### src/rtl/coin_encoder.sv
// coin_encoder: debounces two coin sensors and serialises coin events into a one-cycle code stream
module coin_encoder #(
  parameter int DEB_CYCLES = 16,
  parameter int FIFO_DEPTH = 4
) (
  input  logic       clk,
  input  logic       rst,
  input  logic       coin5_raw,
  input  logic       coin10_raw,
  input  logic       inhibit,
  output logic [1:0] x,
  output logic       reject,
  output logic       busy
);
  localparam int CW = $clog2(DEB_CYCLES + 1);
  localparam int AW = $clog2(FIFO_DEPTH);
  localparam int OW = AW + 1;
  // channel index 0 is the 5-unit sensor, index 1 the 10-unit sensor
  logic [1:0]    sa, sb, deb, deb_d, ev;
  logic [CW-1:0] cnt [2];
  logic [1:0]    mem [FIFO_DEPTH];
  logic [AW-1:0] wp, rp;
  logic [OW-1:0] occ, free;
  logic          pop, acc10, acc5, refuse;
  // synchronise, debounce and register one-cycle rising-edge events per channel
  always_ff @(posedge clk) begin
    if (!rst) begin
      sa    <= '0;
      sb    <= '0;
      deb   <= '0;
      deb_d <= '0;
      ev    <= '0;
      for (int i = 0; i < 2; i++) cnt[i] <= '0;
    end else begin
      sa    <= {coin10_raw, coin5_raw};
      sb    <= sa;
      deb_d <= deb;
      ev    <= deb & ~deb_d;
      for (int i = 0; i < 2; i++) begin
        if (sb[i] == deb[i]) cnt[i] <= '0;
        else if (cnt[i] == CW'(DEB_CYCLES - 1)) begin
          deb[i] <= ~deb[i];
          cnt[i] <= '0;
        end else cnt[i] <= cnt[i] + 1'b1;
      end
    end
  end
  // admission: free slots are counted before this cycle's pop, and 10 claims a slot ahead of 5
  always_comb begin
    free   = OW'(FIFO_DEPTH) - occ;
    pop    = occ != '0;
    acc10  = ev[1] & ~inhibit & (free != '0);
    acc5   = ev[0] & ~inhibit & (free > OW'(acc10));
    refuse = (ev[1] & ~acc10) | (ev[0] & ~acc5);
  end
  // queue storage needs no reset: only slots covered by occ are ever read
  always_ff @(posedge clk) begin
    if (acc10) mem[wp] <= 2'b10;
    if (acc5) mem[wp + AW'(acc10)] <= 2'b01;
  end
  // queue pointers, occupancy and registered outputs; one entry drains per cycle
  always_ff @(posedge clk) begin
    if (!rst) begin
      wp     <= '0;
      rp     <= '0;
      occ    <= '0;
      x      <= 2'b00;
      reject <= 1'b0;
      busy   <= 1'b0;
    end else begin
      wp     <= wp + AW'(acc10) + AW'(acc5);
      rp     <= rp + AW'(pop);
      occ    <= occ + OW'(acc10) + OW'(acc5) - OW'(pop);
      x      <= pop ? mem[rp] : 2'b00;
      reject <= refuse;
      busy   <= pop;
    end
  end
endmodule
### config.mk
export PLATFORM = sky130hd
export DESIGN_NAME = coin_encoder
export DESIGN_NICKNAME = d
export VERILOG_FILES = /design/src/rtl/coin_encoder.sv
export SDC_FILE = /design/constraint.sdc
export NUM_CORES = 1
export LEC_CHECK = 0
export ABC_AREA = 1
export BUFFER_PORTS_ARGS = -buffer_cell sky130_fd_sc_hd__buf_4
export CORE_MARGIN = 2
export CORE_UTILIZATION = 60
export CTS_CLUSTER_SIZE = 28
export DETAILED_ROUTE_END_ITERATION = 12
export GPL_TIMING_DRIVEN = 0
export PLACE_DENSITY_LB_ADDON = 0.2
export SLEW_MARGIN = 20
export SYNTH_ARGS = -nofsm -noshare
export SYNTH_HDL_FRONTEND = slang
export SYNTH_SLANG_ARGS = --single-unit
export TNS_END_PERCENT = 5
### constraint.sdc
create_clock -name clk -period 4.7 [get_ports clk]
set_clock_uncertainty 0.2 [all_clocks]
set_input_delay 0.47 -clock clk [delete_from_list [all_inputs] [get_ports clk]]
set_output_delay 0.47 -clock clk [all_outputs]
set_load 0.005 [all_outputs]
==> summary.txt, run 1 <==
Outcome
  • Status: completed

Logic synthesis
  • Synth Cell Area: approximately 1800 um2
  • Top-count cell post-synth: inv_1
  • Syn avg cell area: 8.31 um2
  • #FFs+latches synth: 39
  • Syn Inst Count: 213
  • Register area share after synthesis: roughly 50%
  • Leading area contributor after synthesis: dfxtp_1
  • Asr flop ratio synth: 0%
  • Synth Flop Type: dfxtp_1
  • Synth warnings: 0
  • Top-area cell type share of the netlist area: between 30% and 40%
  • Area contributors post-synth: dfxtp_1, edfxtp_1, inv_1
  • Commonest cells post-synth: inv_1, nand2_1, nor2_1
  • Synth cell types: 21
  • Post-synth EDFFs: 10

Global routing
  • Initial antenna violation count: 0
  • Grt total ovfl: 0
  • GRT Util Overall: a little over 20%
  • Pin count of the biggest net entering global routing: 12
  • Global-route wire length before repair: 5280 um
  • Via count of the first global-routing pass: 1354

Die
  • Chip Width: between 50 and 60 um
  • Die Footprint: approximately 3400 um2
  • Starting Density: a little under two thirds
  • Die Span Y: 58.3 um
  • Core ar.: between 2000 and 3000 um2
  • Core Rows: 19
  • Num ports: 9

STA
  • Final Hold Viols: 0
  • Final setup vio count: 0
  • Crit share post-route: 64.6%
  • Post-layout min period: just over 3 ns
  • RSZ-0062 raised after global routing: no
  • Setup tns final: 0 ns
  • Max-slew violations: 0
  • Max Clock Freq: between 300 and 400 MHz

Hold path
  • Min-delay worst type: input port to register
  • Hold Path Depth: 3
  • HP Start: coin10_raw
  • Worst Hold End: sa[1]$_SDFF_PN0_

Setup path
  • Nature of the critical path startpoint: register
  • R2R Setup Slk: between 1.5 and 2 ns
  • Reg2Reg Depth: 15
  • CP Max Fanout: 6
  • R2r endpoint: occ[2]$_SDFF_PN0_
  • Endpoint type of the worst setup path: register
  • CP Data Arrival Time: 3.11 ns
  • R2R Path Start: occ[0]$_SDFF_PN0_
  • Critical Path RT: roughly 4.8 ns
  • Critical path class: register to register

Cells and area
  • Finished layout cell area: 1970 um2
  • Final nets: roughly 260
  • Reg area: 881 um2
  • # fillers: ~220
  • Multi-input gate area: between 700 and 800 um2
  • Layout cells sized above 1: 10.5%
  • Area grow syn2layout: 11.4%
  • Antenna Diode Count: 0

Routing
  • DR pass1 iterations: 4
  • Routed Antenna Nets: 0
  • DRC Markers: 0
  • Vias per cell: just under 5
  • Drt total wl: between 2000 and 3000 um
  • Starting DRC count in detailed routing: 36
  • Drt wl/cell: approximately 11 um
  • Vias post-DR: ~1300

Clock network
  • Post_cts resized: 0
  • Sink Count: 39
  • Post-CTS Setup Bufs: 0
  • CTS Buffer Depth: 2
  • Clock root cell: clkbuf_4
  • Clock slew at reported path FFs: between 0.1 and 0.15 ns
  • CTS tree: yes
  • CTS Buf Count: 5
  • # hold bufs at CTS: 0
  • H-tree depth: 2
  • Clk Latency, worst-skew pair: 0.34 ns

Placement
  • DP Area: 1900 um2
  • Port Buf Inserts: 8
  • RePlAce Congestion: ~0.75
  • DP Wirelength: ~2300 um

Power
  • Maximum VDD drop: 0.000301 V
  • Pwr Density: approximately 400 nW/um2
  • Leakage: slightly above 1 nW
  • Design Power: about 0.00080 W

Run
  • Max Cap Violations: 0
[layer usage]
layer	vias to the layer above	share of wire [%]	track usage [%]
li1	689	-	-
met1	611	43	21.3
met2	21	52	38.0
met3	8	2.7	4.62
met4	0	1.9	11.3
met5	-	0	0
[worst max-delay path: stages (launching register included)]
cell and delay (ns):
dfxtp_1 0.39, inv_1 0.08, ha_1 0.20, ha_1 0.22, nor3_4 0.28, ha_1 0.20, inv_1 0.04, nand2_1 0.05
nand2_1 0.07, nand2_2 0.12, inv_1 0.09, fa_1 0.41, fa_1 0.39, inv_1 0.07, nand2_1 0.05, a21oi_1 0.13
[power breakdown]
group | leakage (nW) | switching, W | internal [W]
sequential | 0.340 | 0.0000268 | 0.000381
combinational | 0.632 | 0.000117 | 0.0000889
clock | 0.0386 | 0.000103 | 0.0000881
[per-stage QoR]
step | util [%] | hold slack (ns) | std cells | worst slack [ns]
6_report | 70.9 | 0.115 | 269 | 1.66
5_1_grt | 70.9 | 0.103 | 269 | 1.44
4_1_cts | 70.9 | 0.105 | 269 | 1.64
3_5_place_dp | 68.4 | 0.176 | 261 | 1.67
3_3_place_gp | 68.4 | 0.173 | 261 | 1.81
2_1_floorplan | - | 0.168 | 222 | 1.97
[cells in the final DEF, fill, tap and decap left out]
master	netlist	layout
edfxtp_1	10	10
inv_2	2	2
nor3b_2	2	2
buf_4	0	8
xnor2_1	1	1
clkbuf_1	0	1
o21ai_0	5	5
conb_1	1	10
a21oi_1	12	12
clkbuf_8	0	2
nand3_1	6	6
nor2_1	32	32
inv_1	46	46
xor2_1	1	1
nand2_1	42	42
nand4_1	2	2
clkbuf_4	0	5
ha_1	12	12
nand2_2	2	2
fa_1	2	2
nor3_4	1	1
dfxtp_1	29	29
buf_2	1	1
a21oi_2	2	2
o211ai_1	2	2
[how the worst max path moves through the flow]
stage          cells past startpoint           endpoint               from  slack (ns)
3_5_place_dp                      15  occ[2]$_SDFF_PN0_  occ[0]$_SDFF_PN0_        1.67
4_1_cts                           15  occ[2]$_SDFF_PN0_  occ[0]$_SDFF_PN0_        1.64
2_1_floorplan                     15  occ[2]$_SDFF_PN0_  occ[1]$_SDFF_PN0_        1.97
6_report                          15  occ[2]$_SDFF_PN0_  occ[0]$_SDFF_PN0_        1.66
3_3_place_gp                      15  occ[2]$_SDFF_PN0_  occ[0]$_SDFF_PN0_        1.81
5_1_grt                           15  occ[2]$_SDFF_PN0_  occ[0]$_SDFF_PN0_        1.44
[cells by family after synthesis]
kind of cell    Yosys count  synth area share (%)
fa+ha+maj                14                  10.7
flops                    39                  49.8
other cells               1                 0.212
compound gates           21                  6.65
xor+xnor                  2                 0.990
simple gates             87                  21.1
buf+inv                  49                  10.5
[state kept, by name, summed over array words and instances (netlist names)]
name and count:
rp 2, sb 2, busy 1, wp 2
deb_d 2, deb 2, cnt 10, ev 2
mem 8, occ 3, sa 2, reject 1
x 2
[layout make-up]
type	count	share of cell area, %
multi-input combinational	134	37.4
inverter	48	9.14
sequential	39	44.7
tap	31	1.97
timing repair buffer	8	3.05
clock buffer	8	3.49
buffer	1	0.254
No activity file was read; power rests on OpenSTA's default activity.
==> run 2: changes to the inputs <==
CORE_UTILIZATION = 53   (was 60)
clock period = 2.5 ns   (was 4.7 ns; I/O delays follow)
==> summary.txt, run 2 (same netlist as run 1, synthesis figures left out) <==
STA
  • Max-slew violations: 0
  • Setup tns final: -0.0732 ns
  • Crit share post-route: 102%
  • RSZ-0062 raised after global routing: yes
  • Max Clock Freq: between 300 and 400 MHz
  • Post-layout min period: 2.56 ns
  • Worst setup margin: -0.0623 ns
  • Final Hold Viols: 0
  • Final setup vio count: 2
  • WHS: ~0.11 ns

Run
  • Max Cap Violations: 0

Setup path
  • R2R Setup Slk: -0.06 ns
  • R2r endpoint: occ[1]$_SDFF_PN0_
  • Buf/Inv on CP: 4
  • Crit. Startpoint: occ[1]$_SDFF_PN0_
  • Critical path class: register to register
  • R2R Path Start: occ[1]$_SDFF_PN0_
  • Reg2Reg Depth: 14
  • Worst path max stage delay: 0.52 ns
  • CP top delay family: adder cells
  • Endpoint type of the worst setup path: register
  • Critical Path Stages: 14
  • CP Max Fanout: 3
  • CP max stage cell: fa_2
  • CP Data Arrival Time: 2.65 ns
  • Nature of the critical path startpoint: register
  • Critical Path RT: 2.59 ns
  • Most used cell, CP: nand2_1
  • Critical Path End: occ[1]$_SDFF_PN0_
  • Cells along the critical path: inv_4 > ha_4 > ha_4 > nor3_4 > ha_2 > inv_2 > nand2_1 > nand2_1 > nand2_2 > inv_2 > fa_2 > fa_2 > nand2_1 > inv_1

Hold path
  • Min-delay worst type: input port to register

Cells and area
  • Antenna Diode Count: 0
  • Area grow syn2layout: 16.3%
  • Commonest cells after routing, fill and taps aside: nand2_1, inv_1, nor2_1
  • Final nets: ~260
  • Commonest non-fill, non-tap cell in the layout: nand2_1
  • Post-Route Utilization: about two thirds
  • Layout cells sized above 1: ~16%
  • Reg with most FFs: cnt
  • Top Registers: cnt (10), mem (8), occ (3)
  • Max reg flops: 10

Power
  • Clock Power Share: between 15 and 20%
  • Fraction of power consumed by sequential logic: a little over 50%
  • Design Power: 0.00150 W
  • Switching share of power: 31.5%
  • Gate power share: between 20% and 30%
  • P_sw: 0.000471 W
  • Leakage: about 1.0 nW
  • Pwr Density: roughly 730 nW/um2
  • Maximum VDD drop: approximately 0.0005 V
  • Pint: between 0.001 and 0.0015 W

Placement
  • DP Wirelength: approximately 2000 um
  • Port Buf Inserts: 8
  • RePlAce Congestion: between 0.7 and 0.8

Clock network
  • H-tree depth: 2
  • CTS tree: yes
  • CTS Buf Count: 5
  • Clock slew at reported path FFs: ~0.11 ns
  • CTS Buffer Depth: 2
  • Clk Latency, worst-skew pair: about 0.35 ns
  • Clock root cell: clkbuf_4
  • Sink Count: 39

Routing
  • Drt wl/cell: 9.12 um
  • Routed Antenna Nets: 0
  • Drt total wl: around 2600 um
  • Vias post-DR: approximately 1300
  • Starting DRC count in detailed routing: 54
  • DR pass1 iterations: 4
  • Vias per cell: roughly 4.4
  • DRC Markers: 0

Global routing
  • GRT Util Overall: a little under a fifth
  • Global-route wire length before repair: ~4800 um
  • Pin count of the biggest net entering global routing: 12
  • Grt total ovfl: 0
  • Via count of the first global-routing pass: approximately 1200
  • Initial antenna violation count: 0

Die
  • Die Span Y: between 60 and 70 um
  • Num ports: 9
  • Core Rows: 20
  • Core ar.: between 3000 and 4000 um2
  • Starting Density: 57.0%
  • Die Footprint: roughly 3800 um2
  • Chip Width: between 60 and 70 um

Outcome
  • Status: finished, violations left
  • Violated checks: setup timing
-- run 2: cell types whose count changed in the layout (fill, tap and decap cells not counted), sizes merged --
cell,change
buf,+3
clkbuf,-2
clkinv,+2
dlygate4sd3,+3
-- run 2: timing repair --
item	CTS	global route
buffers inserted	3	0
hold buffers	3	0
setup endpoints to repair	3	2
resized for setup	1	3
pin swaps	4	0
hold endpoints to repair	4	0
-- run 2: metal layers --
metal / vias to the layer above / global-route usage, % / wire length, um
li1: 705 / - / -
met1: 537 / 21.3 / 1270
met2: 16 / 29.0 / 1200
met3: 9 / 5.59 / 84
met4: 0 / 10.9 / 73
met5: - / 0 / 0
-- run 2: worst reg2reg max path: cells and delay by family (launching register included) --
family                     cells  cell delay [ns]
and+or+nand+nor                5             0.41
DFF                            1             0.36
adders and majority gates      5             1.36
buffers and inverters          4             0.19
-- run 2: stage by stage --
stage | cell area [um2] | instances | setup slack (ns)
floorplan | 1840 | 222 | -0.115
global placement | 1950 | 274 | -0.249
detailed placement | 1950 | 274 | -0.294
CTS | 2050 | 288 | -0.0712
global route | 2060 | 288 | -0.194
finish | 2060 | 288 | -0.0623
-- run 2: layout make-up --
| cell class | count | area (um2) |
|---|---|---|
| Fill cell | 293 | 1050 |
| Sequential cell | 39 | 883 |
| Multi-Input combinational cell | 134 | 769 |
| Inverter | 48 | 183 |
| Timing Repair Buffer | 14 | 113 |
| Tap cell | 44 | 55.1 |
| Clock buffer | 6 | 41.3 |
| Clock inverter | 2 | 7.51 |
| Buffer | 1 | 5.00 |
-- run 2: worst min path at each step --
stage,to,start,depth (start not counted),slack [ns]
after floorplan,sa[0]$_SDFF_PN0_,coin5_raw,2,0.15
after global placement,ev[1]$_SDFF_PN0_,deb_d[1]$_SDFF_PN0_,1,0.17
after detailed placement,ev[0]$_SDFF_PN0_,deb_d[0]$_SDFF_PN0_,1,0.18
after CTS,reject$_SDFF_PN0_,inhibit,5,0.10
after global routing,reject$_SDFF_PN0_,inhibit,5,0.13
final,reject$_SDFF_PN0_,inhibit,5,0.11
-- run 2: power by group through the flow --
stage / clock, W / sequential [W] / combinational, W
after detailed placement: 0 / 0.000789 / 0.000407
after global routing: 0.000333 / 0.000784 / 0.000524
after global placement: 0 / 0.000788 / 0.000394
after floorplan: 0 / 0.000782 / 0.000307
final: 0.000293 / 0.000773 / 0.000432
after CTS: 0.000306 / 0.000771 / 0.000434
==> run 3: changes to the inputs <==
MAX_ROUTING_LAYER = met4   (was not set)
==> summary.txt, run 3 (same netlist as run 1, synthesis figures left out) <==
Routing
  • Routed Antenna Nets: 0
  • DRC Markers: 0
  • Drt wl/cell: about 9.1 um
  • Vias per cell: between 4 and 5
  • DR pass1 iterations: 4
  • Starting DRC count in detailed routing: 51
  • Drt total wl: approximately 2600 um
  • Vias post-DR: roughly 1300

Placement
  • DP Area: roughly 2000 um2
  • DP Wirelength: roughly 2000 um
  • RePlAce Congestion: 0.783
  • Port Buf Inserts: 8
  • DP Cell Count: around 270
  • Dpl ws: -0.294 ns

STA
  • Final Hold Viols: 0
  • Final setup vio count: 2
  • Worst setup margin: -0.0562 ns
  • Crit share post-route: 102%
  • Setup tns final: -0.0605 ns
  • Max-slew violations: 0
  • Post-layout min period: ~2.6 ns
  • RSZ-0062 raised after global routing: yes
  • Max Clock Freq: ~390 MHz

Cells and area
  • Area grow syn2layout: 16.1%
  • Antenna Diode Count: 0
  • Layout cells sized above 1: ~15%
  • Max reg flops: 10
  • # fillers: roughly 290
  • Layout Cells excl Fill: 288
  • Finished layout cell area: 2050 um2
  • Reg with most FFs: cnt
  • Top Registers: cnt (10), mem (8), occ (3)
  • Commonest cells after routing, fill and taps aside: inv_1, nand2_1, nor2_1
  • Final nets: about 260

Global routing
  • M1 GR Usage: approximately a fifth
  • Global-route wire length before repair: a little under 5000 um
  • Initial antenna violation count: 0
  • GRT Util Overall: a little under a fifth
  • Routing usage on met2: 28.9%
  • Via count of the first global-routing pass: between 1000 and 1500
  • Pin count of the biggest net entering global routing: 12
  • Grt met3 use: about 5.6%
  • Grt total ovfl: 0
  • Layer with the highest usage: met2

Setup path
  • R2R Path Start: occ[1]$_SDFF_PN0_
  • Critical Path RT: 2.59 ns
  • CP Data Arrival Time: ~2.6 ns
  • Critical path class: register to register
  • Cells along the critical path: inv_2 > ha_4 > ha_4 > nor3_4 > ha_2 > inv_1 > nand2_1 > nand2_1 > nand2_2 > inv_2 > fa_2 > fa_2 > nand2_1 > inv_1
  • Worst path max stage delay: 0.52 ns
  • Nature of the critical path startpoint: register
  • Crit. Startpoint: occ[1]$_SDFF_PN0_
  • CP max stage cell: fa_2
  • Endpoint type of the worst setup path: register
  • CP Max Fanout: 3
  • R2R Setup Slk: -0.06 ns
  • R2r endpoint: occ[1]$_SDFF_PN0_
  • Most used cell, CP: nand2_1
  • Reg2Reg Depth: 14

Die
  • Starting Density: between 50% and 60%
  • Die Span Y: just over 60 um
  • Chip Width: around 62 um
  • Core ar.: between 3000 and 4000 um2
  • Die Footprint: between 3000 and 4000 um2
  • Core Rows: 20
  • Num ports: 9

Power
  • Pwr Density: around 730 nW/um2
  • Design Power: 0.00149 W
  • Maximum VDD drop: 0.000486 V
  • Leakage: 1.02 nW

Hold path
  • Worst Hold End: reject$_SDFF_PN0_
  • Min-delay worst type: input port to register
  • HP Start: inhibit
  • Hold Path Depth: 5

Clock network
  • Clock slew at reported path FFs: 0.11 ns
  • CTS Buf Count: 5
  • Clk Latency, worst-skew pair: roughly 0.35 ns
  • CTS Buffer Depth: 2
  • Sink Count: 39
  • CTS tree: yes
  • H-tree depth: 2
  • Clock root cell: clkbuf_4

Outcome
  • Status: finished, violations left
  • Violated checks: setup timing

Run
  • Max Cap Violations: 0
[run 3: cell counts in the layout (fill, tap and decap cells not counted)]
No cell type changed its count.
[run 3: how the worst max path moves through the flow]
stage	endpoint	cells past startpoint	slack, ns
global route	occ[1]$_SDFF_PN0_	14	-0.19
detailed placement	occ[1]$_SDFF_PN0_	14	-0.29
floorplan	occ[1]$_SDFF_PN0_	14	-0.11
CTS	occ[1]$_SDFF_PN0_	14	-0.07
global placement	occ[1]$_SDFF_PN0_	14	-0.25
finish	occ[1]$_SDFF_PN0_	14	-0.06
[run 3: power by group]
part	switching, W	total [W]	internal [W]	leakage [nW]
clock network	0.000188	0.000292	0.000104	0.0273
logic	0.000229	0.000430	0.000201	0.652
registers	0.0000513	0.000770	0.000719	0.340
total	0.000468	0.00149	0.00102	1.02
[run 3: area by class of cell]
class                           instances  area (um2)  area share, %
Sequential cell                        39         883           43.0
Multi-Input combinational cell        134         769           37.5
Inverter                               48         180           8.77
Timing Repair Buffer                   14         113           5.48
Tap cell                               44        55.1           2.68
Clock buffer                            6        41.3           2.01
Clock inverter                          2        7.51          0.365
Buffer                                  1        5.00          0.244
[run 3: worst max-delay path, delay by kind of cell, from the launching register on]
kind	cells	cell delay, ns
adders and majority gates	5	1.36
and+or+nand+nor	5	0.39
buffers and inverters	4	0.20
DFF	1	0.34
[run 3: repair_timing]
| item | 4_1_cts | 5_1_grt |
|---|---|---|
| resized for setup | 1 | 1 |
| pin swaps | 4 | 0 |
| setup buffers | 3 | 0 |
| endpoints found under the setup margin | 3 | 2 |
| hold endpoints to repair | 4 | 0 |
| hold buffers | 3 | 0 |
[run 3: routing by layer]
metal  up-vias  part of all wire (%)
met1       535                    48
met5         -                     0
met2        16                    46
met3         9                   3.0
li1        705                     -
met4         0                   2.8
[run 3: metrics by stage]
stage	hold slack, ns	util [%]
after detailed placement	0.180	62.9
after global placement	0.171	62.9
after CTS	0.102	66.2
after global routing	0.129	66.2
after floorplan	0.148	-
final	0.113	66.2
